**config.mk**
```make
export PLATFORM = sky130hd
export DESIGN_NAME = fir_out_receiver
export DESIGN_NICKNAME = d
export VERILOG_FILES = /design/src/rtl/fir_out_receiver.sv
export SDC_FILE = /design/constraint.sdc
export NUM_CORES = 1
export LEC_CHECK = 0
export BUFFER_PORTS_ARGS = -buffer_cell sky130_fd_sc_hd__buf_2
export CORE_MARGIN = 3
export CORE_UTILIZATION = 50
export DETAILED_ROUTE_END_ITERATION = 6
export GPL_TIMING_DRIVEN = 0
export PLACE_DENSITY = 0.7
export SYNTH_ARGS = -nofsm -noshare
export SYNTH_HDL_FRONTEND = slang
export SYNTH_SLANG_ARGS = --single-unit
```
**constraint.sdc**
```tcl
create_clock -name clk -period 2.9 [get_ports clk]
set_input_delay 0.435 -clock clk [delete_from_list [all_inputs] [get_ports clk]]
set_output_delay 0.435 -clock clk [all_outputs]
set_load 0.03 [all_outputs]
```
**src/rtl/fir_out_receiver.sv**
```systemverilog
// Receives 11-bit FIR samples into a small FIFO and serializes each as two AXI-Stream bytes.
// Optional peak-magnitude tracking is built only when FIR_RX_PEAK_EN is defined.
module fir_out_receiver #(
   parameter int unsigned DEPTH = 4
) (
   input  logic        clk,
   input  logic        reset,
   input  logic [10:0] s_axis_fir_tdata,
   input  logic        s_axis_fir_tvalid,
   output logic        s_axis_fir_tready,
   output logic [7:0]  m_axis_tdata,
   output logic        m_axis_tvalid,
   output logic        m_axis_tlast,
   input  logic        m_axis_tready,
   input  logic        clr_stat,
   output logic        overflow,
   output logic [10:0] peak_abs
);

   localparam int unsigned AW = (DEPTH > 1) ? $clog2(DEPTH) : 1;
   localparam logic [AW:0] FULL_CNT = DEPTH[AW:0];

   typedef enum logic [1:0] {StIdle, StLo, StHi} state_e;

   logic [10:0]   mem_q [DEPTH];
   logic [AW-1:0] wptr_q, rptr_q;
   logic [AW:0]   count_q, count_d;
   logic          full, empty, push, pop, drop;
   logic [10:0]   head;

   state_e        state_q, state_d;
   logic [10:0]   hold_q, hold_d;
   logic [7:0]    tdata_q, tdata_d;
   logic          tvalid_q, tvalid_d;
   logic          tlast_q, tlast_d;
   logic          ovf_q, ovf_d;

   assign full              = (count_q == FULL_CNT);
   assign empty             = (count_q == '0);
   assign s_axis_fir_tready = !full;
   assign push              = s_axis_fir_tvalid && !full;
   assign drop              = s_axis_fir_tvalid && full;
   assign head              = mem_q[rptr_q];

   assign m_axis_tdata  = tdata_q;
   assign m_axis_tvalid = tvalid_q;
   assign m_axis_tlast  = tlast_q;
   assign overflow      = ovf_q;

   // Sample storage needs no reset; occupancy alone defines valid entries.
   always_ff @(posedge clk) begin
      if (push) begin
         mem_q[wptr_q] <= s_axis_fir_tdata;
      end
   end

   always_comb begin
      count_d = count_q + {{AW{1'b0}}, push} - {{AW{1'b0}}, pop};
   end

   always_comb begin
      ovf_d = ovf_q;
      if (clr_stat) begin
         ovf_d = 1'b0;
      end
      if (drop) begin
         ovf_d = 1'b1;
      end
   end

   always_ff @(posedge clk or posedge reset) begin
      if (reset) begin
         wptr_q  <= '0;
         rptr_q  <= '0;
         count_q <= '0;
         ovf_q   <= 1'b0;
      end else begin
         if (push) begin
            wptr_q <= wptr_q + 1'b1;
         end
         if (pop) begin
            rptr_q <= rptr_q + 1'b1;
         end
         count_q <= count_d;
         ovf_q   <= ovf_d;
      end
   end

   // Entering LO from IDLE takes an extra cycle: tvalid_q low in LO means the
   // low byte has not been presented yet.
   always_comb begin
      state_d  = state_q;
      hold_d   = hold_q;
      tdata_d  = tdata_q;
      tvalid_d = tvalid_q;
      tlast_d  = tlast_q;
      pop      = 1'b0;
      unique case (state_q)
         StIdle: begin
            tvalid_d = 1'b0;
            tlast_d  = 1'b0;
            if (!empty) begin
               pop     = 1'b1;
               hold_d  = head;
               state_d = StLo;
            end
         end
         StLo: begin
            if (!tvalid_q) begin
               tvalid_d = 1'b1;
               tdata_d  = hold_q[7:0];
               tlast_d  = 1'b0;
            end else if (m_axis_tready) begin
               state_d = StHi;
               tdata_d = {{5{hold_q[10]}}, hold_q[10:8]};
               tlast_d = 1'b1;
            end
         end
         StHi: begin
            if (m_axis_tready) begin
               if (!empty) begin
                  pop     = 1'b1;
                  hold_d  = head;
                  state_d = StLo;
                  tdata_d = head[7:0];
                  tlast_d = 1'b0;
               end else begin
                  state_d  = StIdle;
                  tvalid_d = 1'b0;
                  tlast_d  = 1'b0;
                  tdata_d  = '0;
               end
            end
         end
         default: begin
            state_d  = StIdle;
            tvalid_d = 1'b0;
            tlast_d  = 1'b0;
            tdata_d  = '0;
         end
      endcase
   end

   always_ff @(posedge clk or posedge reset) begin
      if (reset) begin
         state_q  <= StIdle;
         hold_q   <= '0;
         tdata_q  <= '0;
         tvalid_q <= 1'b0;
         tlast_q  <= 1'b0;
      end else begin
         state_q  <= state_d;
         hold_q   <= hold_d;
         tdata_q  <= tdata_d;
         tvalid_q <= tvalid_d;
         tlast_q  <= tlast_d;
      end
   end

`ifdef FIR_RX_PEAK_EN
   logic [10:0] abs_s, peak_q, peak_d;

   // Magnitude of -1024 wraps to 11'h400, which reads as 1024 unsigned.
   assign abs_s = s_axis_fir_tdata[10] ? (~s_axis_fir_tdata + 11'd1) : s_axis_fir_tdata;

   always_comb begin
      peak_d = peak_q;
      if (clr_stat) begin
         peak_d = '0;
      end
      if (push && (clr_stat || (abs_s > peak_q))) begin
         peak_d = abs_s;
      end
   end

   always_ff @(posedge clk or posedge reset) begin
      if (reset) begin
         peak_q <= '0;
      end else begin
         peak_q <= peak_d;
      end
   end

   assign peak_abs = peak_q;
`else
   assign peak_abs = '0;
`endif

endmodule

```
==> flow_summary.ini <==
[synthesis]
synth.cell_area_sq_um = 3270
synth_cell_types = 32
seq_area_frac_synth_pct = 64.2
yosys_warnings = 0
synth_async_sr_flop_share_pct = 41.3
synth_seq_cells = 75
synth_enable_flop_cells = 44
syn_inst = 200
ys_dominant_reg_cell = edfxtp_1
syn_avg_cell_area_sq_um = 16.3

[clock_network]
hold_buffers = 0
cts_buffers = 9
clock-root-buffer = clkbuf_8
cts.sinks = 75
cts_tree = built
htree_levels = 3
post-cts-setup-buffer-count = 0
cts.reportedPaths.clkPinSlew_ps = 70
clk_latency_ps = 340
cts_resized = 0
cts_buffer_depth = 2

[worst_setup_path]
cpLargestDelayFamily = adder cells
slowest_stage = dfrtp_1
ff2ff_path_depth = 10
worstPathCellList = nor3b_1 -> nor2b_1 -> inv_1 -> ha_1 -> inv_1 -> ha_1 -> inv_1 -> fa_1 -> xnor2_1 -> xnor2_1
worstPathMaxFanout = 7
cp_num_cells = 10
arrival_ps = 2620
required_ps = 3130
cp_common_cell = inv_1
end_kind = flop
slowest_delay_ps = 420
startpoint_type = flop
path_buf_inv = 3
crit_type = reg -> reg

[job]
drv_cap = 0

[hold_path]
holdPathStages = 2
hold_class = in -> reg

[sta]
relSlewSlack_pct = 21.6
drv_slew = 0
min_period_over_period_pct = 82.6
clock_skew_ps = 5.79
setup_viol = 0
period_needed_ps = 2400
finalSetupTns_ps = 0
tightestPinTransition_ps = 1180
fmax_mhz = 417
hold_violations = 0
rsz0062_at_grt = no

[power]
p_total_mw = 4.06
combinationalPowerShare_pct = 39.8
seq_power_share_pct = 41.3
vdd_ir_drop_max_uv = 628
leakagePower_nw = 1.52
p_sw_share_pct = 34.7
powerDensity_nw_per_um2 = 1090
p_int_mw = 2.65
p_sw_mw = 1.41
pwr-share-clk_pct = 19.0

[die]
coreArea_sq_um = 6130
ios = 39
die_y_um = 86.8
die_area_sq_um = 7540
dieWidth_um = 86.8
start_util_pct = 53.3
core.rowCount = 28

[layout]
areaGrowthSynthToFinish_pct = 13.9
drive_above_1_share_pct = 34.9
diodes = 0
postLayoutCellArea_sq_um = 3720
nets = 274

[placement]
gp_congestion = 0.707
io_buffers = 26
dp_hpwl_mm = 3.51
dpl_cell_area_sq_um = 3530

[grt]
grt_pass1_vias = 1714
grt_max_degree = 32
antenna_found_initial = 0
grt_pass1_wl_mm = 8.23
grt-ovfl-total = 0
grt_use_total_pct = 14.9

[drt]
drt_iter0_drc = 56
antenna_left = 0
drt-wirelength-per-cell_um = 15.7
drt-total-wl_mm = 5.15
dr.pass1.iters = 4
drc = 0
num_vias = 1699
viasPerCell = 5.20

[outcome]
outcome = finished clean
[final cells by class]
cell class | count | area, sq um
plain buffers | 18 | 124
multi-input cells | 105 | 1040
well taps | 75 | 93.8
clock buffers | 9 | 124
flip-flops and latches | 75 | 2100
clock inverters | 7 | 68.8
fillers | 467 | 2410
inverters | 12 | 45.0
repair buffers | 26 | 130
[stage by stage]
step | util (%) | hold WS [ps] | instances | setup slack (ps)
floorplan | - | 475 | 210 | 725
finish | 60.7 | 289 | 327 | 505
detailed placement | 57.6 | 469 | 311 | 499
global route | 60.7 | 292 | 327 | 310
CTS | 60.7 | 279 | 327 | 484
global placement | 57.6 | 466 | 311 | 554
[worst paths after layout]
path                                 startpoint         endpoint  slack, ps
worst max-delay path                 count_q[2]       count_q[2]        500
worst min-delay path                   clr_stat         overflow        290
worst max register to register       count_q[2]       count_q[2]        500
worst min register to register  m_axis_tdata[2]  m_axis_tdata[2]        480
max in group asynchronous                 reset        hold_q[5]       1800
min in group asynchronous                 reset       count_q[2]        390
[synthesized netlist by cell type, types with 2 or more instances]
| master | instances | share of area, % |
|---|---|---|
| edfxtp_1 | 44 | 40 |
| dfrtp_1 | 31 | 24 |
| mux2_2 | 22 | 7.6 |
| buf_4 | 12 | 2.8 |
| inv_1 | 12 | 1.4 |
| ha_1 | 10 | 3.8 |
| a22oi_1 | 8 | 1.8 |
| mux4_2 | 8 | 5.5 |
| o2bb2ai_1 | 8 | 2.1 |
| nor2_1 | 6 | 0.69 |
| a21oi_1 | 4 | 0.61 |
| and2_1 | 4 | 0.77 |
| buf_2 | 3 | 0.46 |
| mux4_1 | 3 | 2.4 |
| xnor2_1 | 3 | 0.80 |
| clkbuf_1 | 2 | 0.23 |
| nand2_1 | 2 | 0.23 |
| nor2b_1 | 2 | 0.38 |
| nor3b_1 | 2 | 0.46 |
| xor2_1 | 2 | 0.54 |
[power groups by stage]
stage | registers [mW] | logic [mW] | clock network [mW]
after floorplan | 1.77 | 1.18 | 0
after global placement | 1.68 | 1.60 | 0
after detailed placement | 1.70 | 1.63 | 0
after CTS | 1.67 | 1.64 | 0.794
after global routing | 1.71 | 1.79 | 0.836
final | 1.67 | 1.61 | 0.770
[placed cells by master (no fill, tap or decap), types with 3 or more instances in the layout]
| master | Yosys | final |
|---|---|---|
| edfxtp_1 | 44 | 44 |
| dfrtp_1 | 31 | 31 |
| mux4_2 | 8 | 8 |
| buf_4 | 12 | 12 |
| clkbuf_8 | 0 | 9 |
| conb_1 | 1 | 11 |
| xnor2_1 | 3 | 3 |
| a22oi_1 | 8 | 8 |
| ha_1 | 10 | 10 |
| mux4_1 | 3 | 3 |
| inv_1 | 12 | 12 |
| a21oi_1 | 4 | 4 |
| buf_2 | 3 | 29 |
| o2bb2ai_1 | 8 | 8 |
| mux2_2 | 22 | 22 |
| and2_1 | 4 | 4 |
| nor2_1 | 6 | 6 |
[routing by layer]
metal / part of all wire (%) / global-route usage, %
met5: 0 / 0
met2: 47 / 22.6
met1: 47 / 19.6
met4: 1.1 / 8.07
met3: 4.8 / 3.71
[state kept, by name, summed over array words and instances (netlist names)]
signal / count
mem_q: 44
hold_q: 11
m_axis_tdata: 8
count_q: 3
rptr_q: 2
state_q: 2
wptr_q: 2
m_axis_tlast: 1
m_axis_tvalid: 1
overflow: 1
[logic make-up (layout without fill, tap and decap cells)]
kind of cell	after synthesis	after routing	synth area share, %
adders and majority gates	11	11	4.44
and+or+nand+nor	18	18	2.99
other	1	11	0.115
AOI/OAI and AO/OA	26	26	5.97
xor gates and xnor gates	5	5	1.34
muxes	34	34	15.8
DFF	75	75	64.2
buffers and inverters	30	72	5.17
Power figures use the tool's default switching activity.
